==> config.mk <==
export PLATFORM = sky130hd
export DESIGN_NAME = keypad_scan_debounce
export DESIGN_NICKNAME = d
export VERILOG_FILES = /design/src/rtl/keypad_scan_debounce.sv
export SDC_FILE = /design/constraint.sdc
export NUM_CORES = 1
export LEC_CHECK = 0
export ABC_CLOCK_PERIOD_IN_PS = 1860
export CAP_MARGIN = 0
export CORE_MARGIN = 2
export CORE_UTILIZATION = 50
export CTS_BUF_LIST = sky130_fd_sc_hd__clkbuf_4
export DETAILED_ROUTE_END_ITERATION = 10
export PLACE_DENSITY = 0.7
export SYNTH_ARGS = -nofsm -noshare
export SYNTH_HDL_FRONTEND = slang
export SYNTH_SLANG_ARGS = --single-unit
==> constraint.sdc <==
create_clock -name clk -period 1.86 [get_ports clk]
set_input_delay 0.372 -clock clk [delete_from_list [all_inputs] [get_ports clk]]
set_output_delay 0.372 -clock clk [all_outputs]
set_load 0.005 [all_outputs]
==> src/rtl/keypad_scan_debounce.sv <==
// Matrix keypad scanner: walks active-low rows, samples active-low columns once per row dwell,
// classifies each full scan and debounces single-key presses/releases into registered events.
module keypad_scan_debounce #(
    parameter int ROWS     = 4,
    parameter int COLS     = 4,
    parameter int DWELL    = 1000,
    parameter int DEBOUNCE = 4,
    localparam int KEY_W   = $clog2(ROWS*COLS)
) (
    input  logic             clk,
    input  logic             rst,
    input  logic [COLS-1:0]  SWC,
    output logic [ROWS-1:0]  SWR,
    output logic [KEY_W-1:0] key,
    output logic             key_valid,
    output logic             key_release,
    output logic             key_held,
    output logic             multi_key
);

    localparam int RW  = $clog2(ROWS);
    localparam int CW  = $clog2(DWELL);
    localparam int DW  = $clog2(DEBOUNCE+1);
    localparam int CLW = $clog2(COLS);

    localparam logic [CW-1:0]   DWELL_LAST = CW'(DWELL-1);
    localparam logic [RW-1:0]   ROW_LAST   = RW'(ROWS-1);
    localparam logic [DW-1:0]   DEB_LAST   = DW'(DEBOUNCE-1);
    localparam logic [ROWS-1:0] SWR_INIT   = {{(ROWS-1){1'b1}}, 1'b0};

    typedef enum logic [1:0] {
        ST_IDLE = 2'd0,
        ST_DEB  = 2'd1,
        ST_HELD = 2'd2
    } state_t;

    logic [CW-1:0]    dwell_r;
    logic [RW-1:0]    row_idx_r;
    logic [ROWS-1:0]  swr_r;
    logic [1:0]       acc_cnt_r;
    logic [KEY_W-1:0] acc_code_r;
    logic             acc_found_r;
    logic [1:0]       res_cnt_r;
    logic [KEY_W-1:0] res_code_r;
    logic             scan_end_r;

    state_t           state_r;
    logic [DW-1:0]    deb_cnt_r;
    logic [KEY_W-1:0] cand_r;
    logic [KEY_W-1:0] key_r;
    logic             key_valid_r;
    logic             key_release_r;
    logic             key_held_r;
    logic             multi_r;

    logic [1:0]       row_hits_s;
    logic [CLW-1:0]   row_col_s;
    logic             row_any_s;
    logic [2:0]       sum_s;
    logic [1:0]       total_s;
    logic [KEY_W-1:0] row_code_s;
    logic [KEY_W-1:0] cand_s;
    logic             found_s;

    // Closure count (saturating at 2) and lowest closed column for the row currently driven.
    always_comb begin
        row_hits_s = 2'd0;
        row_col_s  = {CLW{1'b0}};
        row_any_s  = 1'b0;
        for (int c = COLS-1; c >= 0; c--) begin
            if (!SWC[c]) begin
                row_col_s = CLW'(c);
                row_any_s = 1'b1;
                if (row_hits_s != 2'd2) begin
                    row_hits_s = row_hits_s + 2'd1;
                end else begin
                    row_hits_s = row_hits_s;
                end
            end else begin
                row_col_s = row_col_s;
            end
        end
        sum_s      = {1'b0, acc_cnt_r} + {1'b0, row_hits_s};
        total_s    = (sum_s >= 3'd2) ? 2'd2 : sum_s[1:0];
        row_code_s = KEY_W'(row_idx_r) * KEY_W'(COLS) + KEY_W'(row_col_s);
        cand_s     = acc_found_r ? acc_code_r : row_code_s;
        found_s    = acc_found_r | row_any_s;
    end

    // Row sequencer and per-scan accumulation; the first closed row seen keeps the candidate.
    always_ff @(posedge clk or posedge rst) begin
        if (rst) begin
            dwell_r     <= {CW{1'b0}};
            row_idx_r   <= {RW{1'b0}};
            swr_r       <= SWR_INIT;
            acc_cnt_r   <= 2'd0;
            acc_code_r  <= {KEY_W{1'b0}};
            acc_found_r <= 1'b0;
            res_cnt_r   <= 2'd0;
            res_code_r  <= {KEY_W{1'b0}};
            scan_end_r  <= 1'b0;
        end else begin
            scan_end_r <= 1'b0;
            if (dwell_r == DWELL_LAST) begin
                dwell_r <= {CW{1'b0}};
                swr_r   <= {swr_r[ROWS-2:0], swr_r[ROWS-1]};
                if (row_idx_r == ROW_LAST) begin
                    row_idx_r   <= {RW{1'b0}};
                    res_cnt_r   <= total_s;
                    res_code_r  <= cand_s;
                    acc_cnt_r   <= 2'd0;
                    acc_code_r  <= {KEY_W{1'b0}};
                    acc_found_r <= 1'b0;
                    scan_end_r  <= 1'b1;
                end else begin
                    row_idx_r   <= row_idx_r + RW'(1);
                    acc_cnt_r   <= total_s;
                    acc_code_r  <= cand_s;
                    acc_found_r <= found_s;
                end
            end else begin
                dwell_r <= dwell_r + CW'(1);
            end
        end
    end

    // Debounce FSM, stepped once per completed scan; strobes default low every cycle.
    always_ff @(posedge clk or posedge rst) begin
        if (rst) begin
            state_r       <= ST_IDLE;
            deb_cnt_r     <= {DW{1'b0}};
            cand_r        <= {KEY_W{1'b0}};
            key_r         <= {KEY_W{1'b0}};
            key_valid_r   <= 1'b0;
            key_release_r <= 1'b0;
            key_held_r    <= 1'b0;
            multi_r       <= 1'b0;
        end else begin
            key_valid_r   <= 1'b0;
            key_release_r <= 1'b0;
            if (scan_end_r) begin
                multi_r <= (res_cnt_r == 2'd2);
                case (state_r)
                    ST_IDLE: begin
                        if (res_cnt_r == 2'd1) begin
                            cand_r <= res_code_r;
                            if (DEBOUNCE == 1) begin
                                key_r       <= res_code_r;
                                key_valid_r <= 1'b1;
                                key_held_r  <= 1'b1;
                                deb_cnt_r   <= {DW{1'b0}};
                                state_r     <= ST_HELD;
                            end else begin
                                deb_cnt_r <= DW'(1);
                                state_r   <= ST_DEB;
                            end
                        end else begin
                            deb_cnt_r <= {DW{1'b0}};
                        end
                    end
                    ST_DEB: begin
                        if (res_cnt_r == 2'd1 && res_code_r == cand_r) begin
                            if (deb_cnt_r == DEB_LAST) begin
                                key_r       <= cand_r;
                                key_valid_r <= 1'b1;
                                key_held_r  <= 1'b1;
                                deb_cnt_r   <= {DW{1'b0}};
                                state_r     <= ST_HELD;
                            end else begin
                                deb_cnt_r <= deb_cnt_r + DW'(1);
                            end
                        end else if (res_cnt_r == 2'd1) begin
                            cand_r    <= res_code_r;
                            deb_cnt_r <= DW'(1);
                        end else begin
                            deb_cnt_r <= {DW{1'b0}};
                            state_r   <= ST_IDLE;
                        end
                    end
                    ST_HELD: begin
                        // Any closure, including a different or second key, restarts the release count.
                        if (res_cnt_r == 2'd0) begin
                            if (deb_cnt_r == DEB_LAST) begin
                                key_release_r <= 1'b1;
                                key_held_r    <= 1'b0;
                                deb_cnt_r     <= {DW{1'b0}};
                                state_r       <= ST_IDLE;
                            end else begin
                                deb_cnt_r <= deb_cnt_r + DW'(1);
                            end
                        end else begin
                            deb_cnt_r <= {DW{1'b0}};
                        end
                    end
                    default: begin
                        deb_cnt_r  <= {DW{1'b0}};
                        key_held_r <= 1'b0;
                        state_r    <= ST_IDLE;
                    end
                endcase
            end else begin
                multi_r <= multi_r;
            end
        end
    end

    assign SWR         = swr_r;
    assign key         = key_r;
    assign key_valid   = key_valid_r;
    assign key_release = key_release_r;
    assign key_held    = key_held_r;
    assign multi_key   = multi_r;

endmodule

After elaboration in Yosys (flattened, before gate mapping). Index checks and enable logic that the tools add are counted.

Logic and storage cells: 107. Input port bits: 6. Output and inout bits: 12. Flip-flop bits (word level): 47.

$lt $le $gt $ge: 1. Equality and inequality tests: 19. Bitwise operators: 2. Reductions and logical operators: 9. Multiplexer cells: 51. Add/subtract/negate cells: 8.

Operators by type and width (number): 2-to-1 mux 2 bit (19); 2-to-1 mux 1 bit (20); != test 2 bit, second input constant (9); 2-to-1 mux 4 bit (4); AND reduction 6 bit (2); adder 10 x 1 -> 10 bit, second input constant (1); equality test 10 bit, second input constant (1); 2-to-1 mux 10 bit (1); 2-to-1 mux 3 bit (3); one-hot mux 3 bit (3 select lines) (1); adder 2 x 1 -> 2 bit, second input constant (4); one-hot mux 4 bit (2 select lines) (1); equality test 2 bit, second input constant (3); != test 3 bit, second input constant (2); one-hot mux 2 bit (3 select lines) (1); adder 4 x 2 -> 4 bit (1); equality test 2 x 1 -> 1 bit, second input constant (2); equality test 4 bit (1); logical NOT 2 bit (2); AND reduction 4 bit (1); adder 2 x 2 -> 3 bit (1); adder 3 x 1 -> 3 bit, second input constant (1); equality test 3 x 2 -> 1 bit, second input constant (1); greater-or-equal comparator 3 x 2 -> 1 bit, second input constant (1); 7 further kinds (7).

Depth between registers and ports, before layout. Gate-level depths: netlist of run 1.

Depth in word-level cells: 14. Gate-level depth with buffers: 12. Depth with buffers taken out: 12.

Least setup slack after synthesis of run 1. Ideal clock, no wire load.

Path kind: input -> register. Start: in SWC[2]. End: reg acc_cnt_r[0]. Cell stages on the path: 12. Path buffers: 0. Data required time: 1742 ps. Data arrival time: 2082 ps. Setup time: 118 ps. Setup slack: -340 ps. Cell sequence: inv_1 ha_1 mux2i_1 ha_1 nor2_1 a21oi_1 ha_1 inv_1 fa_1 nand3_1 nor3_1 a21o_1.

Word-level cells in the longest chain between the ends: 11. Elaborated cells on any way between the ends: 13. Those cells by class: add/sub (3); order compare (1); eq/ne (2); mux (7).

Ends and longest elaborated chain: start: declaration (RTL line 12) `input logic [COLS-1:0] SWC,`; 2-to-1 mux 2 bit (*) (RTL line 71) `if (!SWC[c]) begin`; adder 2 x 1 -> 2 bit or != test 2 bit (tied branches) (RTL line 75, 74); 2-to-1 mux 2 bit (RTL line 74) `if (row_hits_s != 2'd2) begin`; 2-to-1 mux 2 bit (*) (RTL line 71); adder 2 x 1 -> 2 bit or != test 2 bit (tied branches) (RTL line 75, 74); 2-to-1 mux 2 bit (RTL line 74); 2-to-1 mux 2 bit (*) (RTL line 71); adder 2 x 2 -> 3 bit (*) (RTL line 83) `sum_s = {1'b0, acc_cnt_r} + {1'b0, row_hits_s};`; greater-or-equal comparator 3 x 2 -> 1 bit (RTL line 84) `total_s = (sum_s >= 3'd2) ? 2'd2 : sum_s[1:0];`; 2-to-1 mux 2 bit (*) (RTL line 84); 2-to-1 mux 2 bit (*) (RTL line 107) `if (row_idx_r == ROW_LAST) begin`; end signal: assignment (RTL line 117) `acc_cnt_r <= total_s;`; end: declaration (RTL line 40) `logic [1:0] acc_cnt_r;`.

Mark *: on every way between the ends. The rest lies on a longest branch, timed or not. A chain may end at the register's enable or synchronous reset.

Worst setup path in the final report of run 1.
Start: in SWC[2]. End: reg res_cnt_r[1].

Word-level cells in the longest chain between the ends: 10. Elaborated cells on any way between the ends: 12. Those cells by class: add/sub (3); order compare (1); eq/ne (2); mux (6).

Ends and longest elaborated chain: 2-to-1 mux 2 bit (*) (RTL line 71); adder 2 x 1 -> 2 bit or != test 2 bit (tied branches) (RTL line 75, 74); 2-to-1 mux 2 bit (RTL line 74); 2-to-1 mux 2 bit (*) (RTL line 71); adder 2 x 1 -> 2 bit or != test 2 bit (tied branches) (RTL line 75, 74); 2-to-1 mux 2 bit (RTL line 74); 2-to-1 mux 2 bit (*) (RTL line 71); adder 2 x 2 -> 3 bit (*) (RTL line 83); greater-or-equal comparator 3 x 2 -> 1 bit (RTL line 84); 2-to-1 mux 2 bit (*) (RTL line 84); end signal: assignment (RTL line 109) `res_cnt_r <= total_s;`; end: declaration (RTL line 43) `logic [1:0] res_cnt_r;`.

Marks and branches as above.

==> qor.csv, run 1 <==
metric;value;unit
status;complete, but fails checks;
failing checks;negative setup slack;
crit path time final;2.02;ns
CTS Buf Count;5;
Layout Area Growth over Synthesis;22.8;%
CP arrival;2.27;ns
Synth area leader;dfrtp_1;
RSZ-0062 raised after global routing;true;
CP max-delay cell;fa_1;
Root Buffer;clkbuf_4;
vias in the first global route;1718;
asr flop ratio synth;100;%
clk slew on worst S/H paths;0.13;ns
Post-synth top flop;dfrtp_1;
fillcell total;373;
count leader, synth;dfrtp_1;
final setup TNS;-0.521;ns
Clock Latency Late Sink;0.35;ns
Reg2Reg Setup Slack;0.09;ns
fmax;495;MHz
Avg Cell Area, Syn;10.2;um2
Ys Warns;0;
Post-Syn Area;0.00235;mm2
die width;72.6;um
WL final;4.31;mm
critical-path cell list;buf_12 -> inv_12 -> ha_4 -> mux2i_4 -> ha_2 -> nor2_1 -> a21oi_1 -> ha_2 -> inv_2 -> fa_1 -> buf_6 -> a21oi_1 -> a21o_1;
hold crit path type;input port to async pin;
Critical Path End Type;flop;
R2R depth;4;
first-pass GRT wire length;7.94;mm
drt first pass iters;4;
Pwr Total;1.77;mW
Final Hold Fails;0;
CP Class;input port to flop;
Tcrit/Tclk final;109;%
number of flops mapped to enable cells by yosys;0;
r2r startpoint;deb_cnt_r[0];
DRT antenna net count;0;
skew final;0.00695;ns
Final setup viols;4;
Placer Congestion;0.805;
# IOs;18;
IO Port Bufs;17;
Initial Utilization;52.9;%
crit path capture;res_cnt_r[1];
worst setup path startpoint;SWC[2];
initial antenna violation count;0;
# rows;24;
Routed wire per std cell;13.4;um
top-area cell type share of the netlist area;46.8;%
largest net degree at the start of global routing;21;
dpl hpwl;3.16;mm
Slew @ Worst Pin;0.557;ns
Mapped Nets;246;
Leak;1.33;nW
H-tree Lvls;2;
GRT Residual Overflow;0;
post-synthesis register bit count;47;
slowest stage delay, CP;0.51;ns
r2r endpoint;key[1];
die area;0.00527;mm2
synth unique cells;49;
PnR worst setup slack;-0.160;ns
WP data required;2.11;ns
Max clock buf depth;2;
# Max-Cap Violations;0;
final max-slew violation count;0;
CTS tree;done;
Seq/Total Area, Yosys;50.2;%
Setup crit start kind;input port;
first-iteration detailed-routing DRC count;105;
via count;1747;
layout cells sized above 1;22.2;%
pwr dens;614;mW/mm2
synth top area cells;dfrtp_1 (47%), nand2_1 (5.3%), ha_1 (4.8%);
synth cell count leaders;dfrtp_1 (44), nand2_1 (33), a21oi_1 (14), nor2_1 (13), o21ai_0 (11);
antenna diode count;0;
Slew headroom;62.8;%
core area;0.00444;mm2
GRT Total Usage;19.1;%
drc violations;0;
nets@finish;285;
Max FO, Critical Path;4;
Vias/cell;5.43;
VDD IR max;0.456;mV
CTS sink count;47;
Post-Syn Instances;230;
Die H;72.6;um
stage by stage:
step | hold WS [ns] | instance area (um2) | setup slack, ns | util (%) | cells
after floorplan | 0.447 | 2380 | -0.327 | - | 230
after global placement | 0.452 | 2760 | -1.02 | 62.0 | 314
after detailed placement | 0.457 | 2760 | -1.11 | 62.0 | 314
after CTS | 0.322 | 2850 | -0.362 | 64.2 | 323
after global routing | 0.337 | 2890 | -0.255 | 65.0 | 322
final | 0.315 | 2890 | -0.160 | 65.0 | 322
registers in the layout, summed over array words and instances (netlist names), 2 cells and up:
signal      cells
dwell_r        10
cand_r          4
deb_cnt_r       3
acc_code_r      4
SWR             4
res_code_r      4
row_idx_r       2
state_r         2
acc_cnt_r       2
res_cnt_r       2
key             4
how the worst min path moves through the flow:
stage | slack [ns] | depth (start not counted) | endpoint
finish | 0.31 | 2 | dwell_r[6]
global route | 0.34 | 2 | dwell_r[8]
CTS | 0.32 | 2 | dwell_r[6]
detailed placement | 0.46 | 2 | SWR[1]
global placement | 0.45 | 2 | SWR[2]
floorplan | 0.45 | 1 | dwell_r[0]
cells by family (layout without fill, tap and decap cells):
group	Yosys count	in the layout	share of synthesized area (%)
AOI/OAI and AO/OA	45	45	12.0
xor gates and xnor gates	11	11	4.10
adders and majority gates	10	10	5.64
buffers and inverters	17	57	2.77
DFF	47	47	50.2
muxes	9	9	4.26
and+or+nand+nor	91	91	21.1
per-layer routing:
| layer | up-vias | GRT usage [%] | part of all wire, % |
|---|---|---|---|
| li1 | 889 | - | - |
| met3 | 8 | 3.73 | 3.3 |
| met2 | 27 | 29.0 | 46 |
| met1 | 823 | 27.8 | 49 |
| met4 | 0 | 6.17 | 1.5 |
| met5 | - | 0 | 0 |
power breakdown:
| part | internal, mW | switching, mW |
|---|---|---|
| Sequential | 1.03 | 0.00327 |
| Clock | 0.277 | 0.314 |
| Combinational | 0.0731 | 0.0775 |
cells in the final DEF (no fill, tap or decap), types with 5 or more instances in the layout:
cell type,n
ha_1,5
xor2_1,8
nand3_1,6
inv_1,6
nand2b_1,5
nor2b_1,5
dfrtp_1,44
buf_4,21
mux2_2,7
o21ai_0,9
clkbuf_4,5
a21oi_1,12
nand2_1,33
nor2_1,13
clkdlybuf4s50_1,14
critical path: cells and delay by family:
kind	cells	cell delay, ns
and+or+nand+nor	1	0.03
buffers and inverters	4	0.27
AOI/OAI and AO/OA	3	0.34
muxes	1	0.14
adders and majority gates	4	1.11
layout make-up:
cell class              instances  area (um2)  share of cell area [%]
well taps                      52        65.1                    2.25
multi-input cells             166        1170                    40.5
clock inverters                 3        38.8                    1.34
clock buffers                   5        37.5                    1.30
flip-flops and latches         47        1180                    40.8
inverters                      10        52.6                    1.82
repair buffers                 39         345                    12.0
repair_timing:
item / 4_1_cts / 5_1_grt
gates resized for setup: 14 / 14
endpoints found under the setup margin: 4 / 7
setup buffers: 1 / 0
cloned: 0 / 0
hold buffers: 0 / 0
pin swaps: 7 / 8
Power figures use the tool's default switching activity.
==> run 2, diff against run 1 <==
- PLACE_DENSITY: 0.7 -> unset
- PLACE_DENSITY_LB_ADDON: unset -> 0.1
- SKIP_LAST_GASP: unset -> 1
==> run 2 against run 1 <==
Against the previous run:
- the flow still finishes with violations (negative setup slack)
- critical endpoint unchanged
- non-clock buffer count shrank 2
- clock power increased by 29%
- combinational power is 12% higher
- worst hold slack worse by 0.053 ns
- sequential share of layout area fell by 0.80 points
- largest cell class is now multi-input gates
- global-route usage rose by 0.18 points
==> qor.csv, run 2 (synthesis gave the netlist of run 1 again) <==
metric;value;unit;change
pwr dens;665;mW/mm2;was 614 mW/mm2
Pwr Total;1.96;mW;was 1.77 mW
status;complete, but fails checks;;unchanged
met3 Usage GRT;4.70;%;was 3.73%
DRT antenna net count;0;;unchanged
CTS tree;done;;unchanged
final max-slew violation count;0;;unchanged
Layout Area Growth over Synthesis;25.3;%;was 22.8%
Reg2Reg Setup Slack;0.17;ns;was 0.09 ns
power share of the clock group;38.8;%;was 33.3%
crit path time final;2.00;ns;was 2.02 ns
part of the power in combinational logic;8.6;%;was 8.5%
Root Buffer;clkbuf_4;;unchanged
Final setup viols;4;;unchanged
CP max-delay cell;fa_1;;unchanged
final instance area;0.00295;mm2;was 0.00289 mm2
clk slew on worst S/H paths;0.13;ns;about the same
GRT Total Usage;19.3;%;was 19.1%
WL final;4.41;mm;was 4.31 mm
Vias/cell;5.52;;was 5.43
Largest register FFs;10;;unchanged
Tcrit/Tclk final;108;%;was 109%
layout cells sized above 1;24.6;%;was 22.2%
Max clock buf depth;2;;unchanged
r2r startpoint;dwell_r[0];;was deb_cnt_r[0]
Slew @ Worst Pin;0.421;ns;was 0.557 ns
critical-path cell list;buf_8 -> inv_6 -> ha_4 -> mux2i_4 -> ha_2 -> nor2_2 -> a21oi_2 -> ha_2 -> inv_2 -> fa_1 -> buf_6 -> a21oi_2 -> a21o_1;;was buf_12 -> inv_12 -> ha_4 -> mux2i_4 -> ha_2 -> nor2_1 -> a21oi_1 -> ha_2 -> inv_2 -> fa_1 -> buf_6 -> a21oi_1 -> a21o_1
sequential power share;52.6;%;was 58.2%
Final Non-Filler Cells;320;;was 322
Net Sw Frac;21.2;%;was 22.3%
PnR worst setup slack;-0.141;ns;was -0.160 ns
net switching power;0.416;mW;was 0.395 mW
# rows;24;;unchanged
Internal;1.54;mW;was 1.38 mW
Max FO, Critical Path;3;;was 4
# IOs;18;;unchanged
drc violations;0;;unchanged
CP Class;input port to flop;;unchanged
WP data required;2.14;ns;was 2.11 ns
Clock Latency Late Sink;0.37;ns;was 0.35 ns
largest net degree at the start of global routing;19;;was 21
GRT Residual Overflow;0;;unchanged
drt first pass iters;4;;unchanged
Leak;1.34;nW;was 1.33 nW
Die H;72.6;um;unchanged
die area;0.00527;mm2;unchanged
Setup crit start kind;input port;;unchanged
fillcell total;360;;was 373
Initial Utilization;52.9;%;unchanged
Routed wire per std cell;13.8;um;was 13.4 um
H-tree Lvls;2;;unchanged
commonest non-fill, non-tap cells in the layout;dfrtp_1 (44), nand2_1 (33), buf_4 (18);;was dfrtp_1 (44), nand2_1 (33), buf_4 (21)
commonest non-fill, non-tap cell in the layout;dfrtp_1;;unchanged
dpl hpwl;3.14;mm;was 3.16 mm
slowest stage delay, CP;0.53;ns;was 0.51 ns
Final Hold Fails;0;;unchanged
RSZ-0062 raised after global routing;true;;unchanged
first-pass GRT wire length;7.83;mm;was 7.94 mm
Biggest register;dwell_r;;unchanged
M1 GR Usage;25.1;%;was 27.8%
failing checks;negative setup slack;;unchanged
Critical Path End Type;flop;;unchanged
IO Port Bufs;17;;unchanged
vias in the first global route;1709;;was 1718
Placer Congestion;0.766;;was 0.805
Slew headroom;71.7;%;was 62.8%
hold crit path type;input port to async pin;;unchanged
core area;0.00444;mm2;unchanged
# Max-Cap Violations;0;;unchanged
r2r endpoint;acc_code_r[0];;was key[1]
fin util;66.3;%;was 65.0%
first-iteration detailed-routing DRC count;73;;was 105
initial antenna violation count;0;;unchanged
GRT busiest layer;met2;;unchanged
post-placement cell count;310;;was 314
grt met2 use;31.2;%;was 29.0%
fmax;500;MHz;was 495 MHz
R2R depth;6;;was 4
VDD IR max;0.377;mV;was 0.456 mV
CP arrival;2.28;ns;was 2.27 ns
Area after DPL;0.00274;mm2;was 0.00276 mm2
CTS Buf Count;5;;unchanged
skew final;0.00675;ns;was 0.00695 ns
die width;72.6;um;unchanged
CTS sink count;47;;unchanged
via count;1765;;was 1747
antenna diode count;0;;unchanged
nets@finish;283;;was 285
==> run 2: cell types whose count changed in the layout (fill, tap and decap cells not counted), moves of 2 or more <==
cell,before,now
a21oi_1,12,10
buf_8,0,2
buf_4,21,18
ha_2,2,4
ha_1,5,3
==> run 2: worst max-delay path: cells and delay by family <==
family          cells  cell delay (ns)
mux                 1             0.14
simple gates        1             0.04
compound gates      3             0.30
buf+inv             4             0.29
fa+ha+maj           4             1.13
==> run 2: routing by layer <==
metal,vias up,routed length [um]
met5,-,0
met4,0,70
met3,5,141
met2,26,2120
met1,852,2090
li1,882,-
==> run 2: worst max-delay path by stage <==
stage | slack, ns | depth (start not counted) | to | start
2_1_floorplan | -0.33 | 12 | acc_cnt_r[0] | SWC[2]
3_3_place_gp | -1.02 | 14 | acc_cnt_r[0] | SWC[2]
3_5_place_dp | -1.11 | 14 | acc_cnt_r[0] | SWC[2]
4_1_cts | -0.34 | 14 | acc_cnt_r[0] | SWC[2]
5_1_grt | -0.20 | 14 | acc_cnt_r[1] | SWC[3]
6_report | -0.14 | 13 | res_cnt_r[1] | SWC[3]
==> run 2: timing repair <==
item	in CTS	in global routing
resized for setup	18	18
pin swaps	9	6
hold buffers	0	0
endpoints found under the setup margin	4	8
setup buffers	2	1
==> run 2: cell type report <==
class	count	area [um2]	area share [%]
inverters	10	55.1	1.87
clock inverters	2	60.1	2.04
well taps	52	65.1	2.21
flip-flops and latches	47	1180	40.0
clock buffers	6	45.0	1.53
multi-input cells	166	1200	40.7
repair buffers	37	342	11.6
==> run 2: power by group through the flow <==
stage | clock (mW) | sequential [mW] | combinational, mW
2_1_floorplan | 0 | 1.05 | 0.0706
5_1_grt | 0.815 | 1.03 | 0.189
3_5_place_dp | 0 | 1.05 | 0.127
3_3_place_gp | 0 | 1.05 | 0.125
6_report | 0.761 | 1.03 | 0.169
4_1_cts | 0.773 | 1.03 | 0.154
==> run 2: through the flow <==
stage	hold WS [ns]	worst slack (ns)	TNS [ns]
after global placement	0.454	-1.02	-4.08
after CTS	0.260	-0.336	-1.24
after global routing	0.270	-0.205	-0.686
final	0.262	-0.141	-0.360
after detailed placement	0.454	-1.11	-4.40
after floorplan	0.447	-0.327	-1.11
==> run 3, diff against run 2 <==
- PLACE_DENSITY: unset -> 0.7
- PLACE_DENSITY_LB_ADDON: 0.1 -> unset
- RECOVER_POWER: unset -> 25
==> run 3 against run 2 <==
Against the previous run:
- the flow still finishes with violations (negative setup slack)
- final area shrank 2.2%
- clock skew fell by 0.00086 ns
- setup slack lost 0.018 ns
- total power down 9.6%
- clock-buffer cell count is 1 lower
- non-clock buffer count grew 2
- maximum frequency fell by 0.88%
- register-to-register slack worse by 0.08 ns
- worst hold slack improved by 0.21 ns
- critical endpoint unchanged
==> qor.csv, run 3 (synthesis gave the netlist of run 1 again) <==
metric;value;unit;change
WL final;4.30;mm;was 4.41 mm
crit path time final;2.02;ns;was 2.00 ns
GRT Total Usage;19.1;%;was 19.3%
hold crit path type;flop to flop;;was input port to async pin
Biggest register;dwell_r;;unchanged
slowest stage delay, CP;0.51;ns;was 0.53 ns
Leak;1.33;nW;was 1.34 nW
pwr dens;615;mW/mm2;was 665 mW/mm2
power share of the clock group;33.4;%;was 38.8%
GRT Residual Overflow;0;;unchanged
vias in the first global route;1718;;was 1709
CP max-delay cell;fa_1;;unchanged
dpl hpwl;3.16;mm;was 3.14 mm
post-placement cell count;314;;was 310
Largest register FFs;10;;unchanged
CTS sink count;47;;unchanged
CTS tree;done;;unchanged
Setup crit start kind;input port;;unchanged
nets@finish;285;;was 283
commonest non-fill, non-tap cells in the layout;dfrtp_1 (44), nand2_1 (33), buf_4 (19);;was dfrtp_1 (44), nand2_1 (33), buf_4 (18)
die area;0.00527;mm2;unchanged
commonest non-fill, non-tap cell in the layout;dfrtp_1;;unchanged
sequential power share;58.2;%;was 52.6%
Vias/cell;5.42;;was 5.52
drt first pass iters;4;;unchanged
CP Class;input port to flop;;unchanged
net switching power;0.396;mW;was 0.416 mW
largest net degree at the start of global routing;21;;was 19
Final setup viols;4;;unchanged
Critical Path End Type;flop;;unchanged
Die H;72.6;um;unchanged
part of the power in combinational logic;8.3;%;was 8.6%
Placer Congestion;0.805;;was 0.766
failing checks;negative setup slack;;unchanged
skew final;0.00589;ns;was 0.00675 ns
final setup TNS;-0.508;ns;was -0.360 ns
PnR worst setup slack;-0.159;ns;was -0.141 ns
H-tree Lvls;2;;unchanged
first-pass GRT wire length;7.94;mm;was 7.83 mm
Final Non-Filler Cells;322;;was 320
WP data required;2.12;ns;was 2.14 ns
Max FO, Critical Path;4;;was 3
CP arrival;2.27;ns;was 2.28 ns
# rows;24;;unchanged
IO Port Bufs;17;;unchanged
Net Sw Frac;22.3;%;was 21.2%
die width;72.6;um;unchanged
VDD IR max;0.455;mV;was 0.377 mV
initial antenna violation count;0;;unchanged
DRT antenna net count;0;;unchanged
layout cells sized above 1;21.1;%;was 24.6%
worst path bufs/invs;4;;unchanged
drc violations;0;;unchanged
# Max-Cap Violations;0;;unchanged
Internal;1.38;mW;was 1.54 mW
Layout Area Growth over Synthesis;22.5;%;was 25.3%
Slew @ Worst Pin;0.744;ns;was 0.421 ns
fmax;495;MHz;was 500 MHz
Slew headroom;50.4;%;was 71.7%
clk slew on worst S/H paths;0.13;ns;about the same
via count;1744;;was 1765
Post-CTS Hold Fix Bufs;0;;unchanged
Root Buffer;clkbuf_4;;unchanged
# IOs;18;;unchanged
critical-path cell list;buf_12 -> inv_12 -> ha_4 -> mux2i_4 -> ha_2 -> nor2_1 -> a21oi_1 -> ha_2 -> inv_2 -> fa_1 -> buf_6 -> a21oi_1 -> a21o_1;;was buf_8 -> inv_6 -> ha_4 -> mux2i_4 -> ha_2 -> nor2_2 -> a21oi_2 -> ha_2 -> inv_2 -> fa_1 -> buf_6 -> a21oi_2 -> a21o_1
RSZ-0062 raised after global routing;true;;unchanged
CTS Buf Count;5;;unchanged
final max-slew violation count;0;;unchanged
first-iteration detailed-routing DRC count;108;;was 73
Initial Utilization;52.9;%;unchanged
core area;0.00444;mm2;unchanged
Clock Latency Late Sink;0.35;ns;was 0.37 ns
Max clock buf depth;2;;unchanged
Worst path top cell family by delay;adder cells;;unchanged
Tcrit/Tclk final;109;%;was 108%
antenna diode count;0;;unchanged
Routed wire per std cell;13.3;um;was 13.8 um
Final Hold Fails;0;;unchanged
status;complete, but fails checks;;unchanged
## run 3: cell count changes in the layout (fill, tap and decap cells not counted), sizes merged
cell and delta:
clkdlybuf4s50 -1, dlygate4sd3 +1, bufinv -1, clkbuf +1
clkinv +2
## run 3: metrics by stage
stage | setup WS (ns) | power, mW | utilization (%) | hold WS (ns) | area (um2)
detailed placement | -1.11 | 1.18 | 62.0 | 0.457 | 2760
finish | -0.159 | 1.77 | 64.8 | 0.474 | 2880
global placement | -1.02 | 1.17 | 62.0 | 0.452 | 2760
CTS | -0.362 | 1.78 | 64.2 | 0.322 | 2850
global route | -0.255 | 1.86 | 64.8 | 0.495 | 2880
floorplan | -0.327 | 1.12 | - | 0.447 | 2380
## run 3: final timing paths
| check | start | endpoint | slack [ns] | cells past startpoint |
|---|---|---|---|---|
| hold reg to reg | SWR[3] | SWR[3] | 0.47 | 2 |
| hold / removal | SWR[3] | SWR[3] | 0.47 | 2 |
| setup / recovery | SWC[2] | res_cnt_r[1] | -0.16 | 13 |
| max in group asynchronous | rst | res_cnt_r[1] | 0.41 | 3 |
| min in group asynchronous | rst | dwell_r[6] | 0.57 | 2 |
| setup reg to reg | deb_cnt_r[0] | key[1] | 0.09 | 4 |
## run 3: power groups by stage
stage                     registers [mW]  logic (mW)  clock network, mW
after floorplan                     1.05      0.0706                  0
after global placement              1.05       0.125                  0
after detailed placement            1.05       0.129                  0
after CTS                           1.03       0.140              0.604
after global routing                1.03       0.165              0.660
final                               1.03       0.148              0.592
## run 3: metal layers
| layer | GRT usage [%] | vias up | share of wire, % |
|---|---|---|---|
| met5 | 0 | - | 0 |
| met1 | 27.8 | 822 | 49 |
| met3 | 3.73 | 8 | 3.5 |
| met4 | 6.17 | 0 | 1.5 |
| li1 | - | 885 | - |
| met2 | 29.0 | 29 | 46 |
## run 3: final cells by class
cell class | count | area (um2)
well taps | 52 | 65.1
inverters | 10 | 52.6
flip-flops and latches | 47 | 1180
multi-input cells | 166 | 1170
fillers | 377 | 1560
clock buffers | 5 | 37.5
clock inverters | 3 | 38.8
repair buffers | 39 | 338
## run 3: tightest hold or removal path, cell delays in order, from the launching register on
cell and delay [ns]:
dfstp_2 0.40, nand2_1 0.05, nand2_1 0.04
## run 3: repair_timing
| item | 4_1_cts | 5_1_grt |
|---|---|---|
| gates resized for setup | 14 | 14 |
| gates cloned | 0 | 0 |
| buffers inserted | 1 | 0 |
| endpoints found under the setup margin | 4 | 7 |
| pin swaps | 7 | 8 |
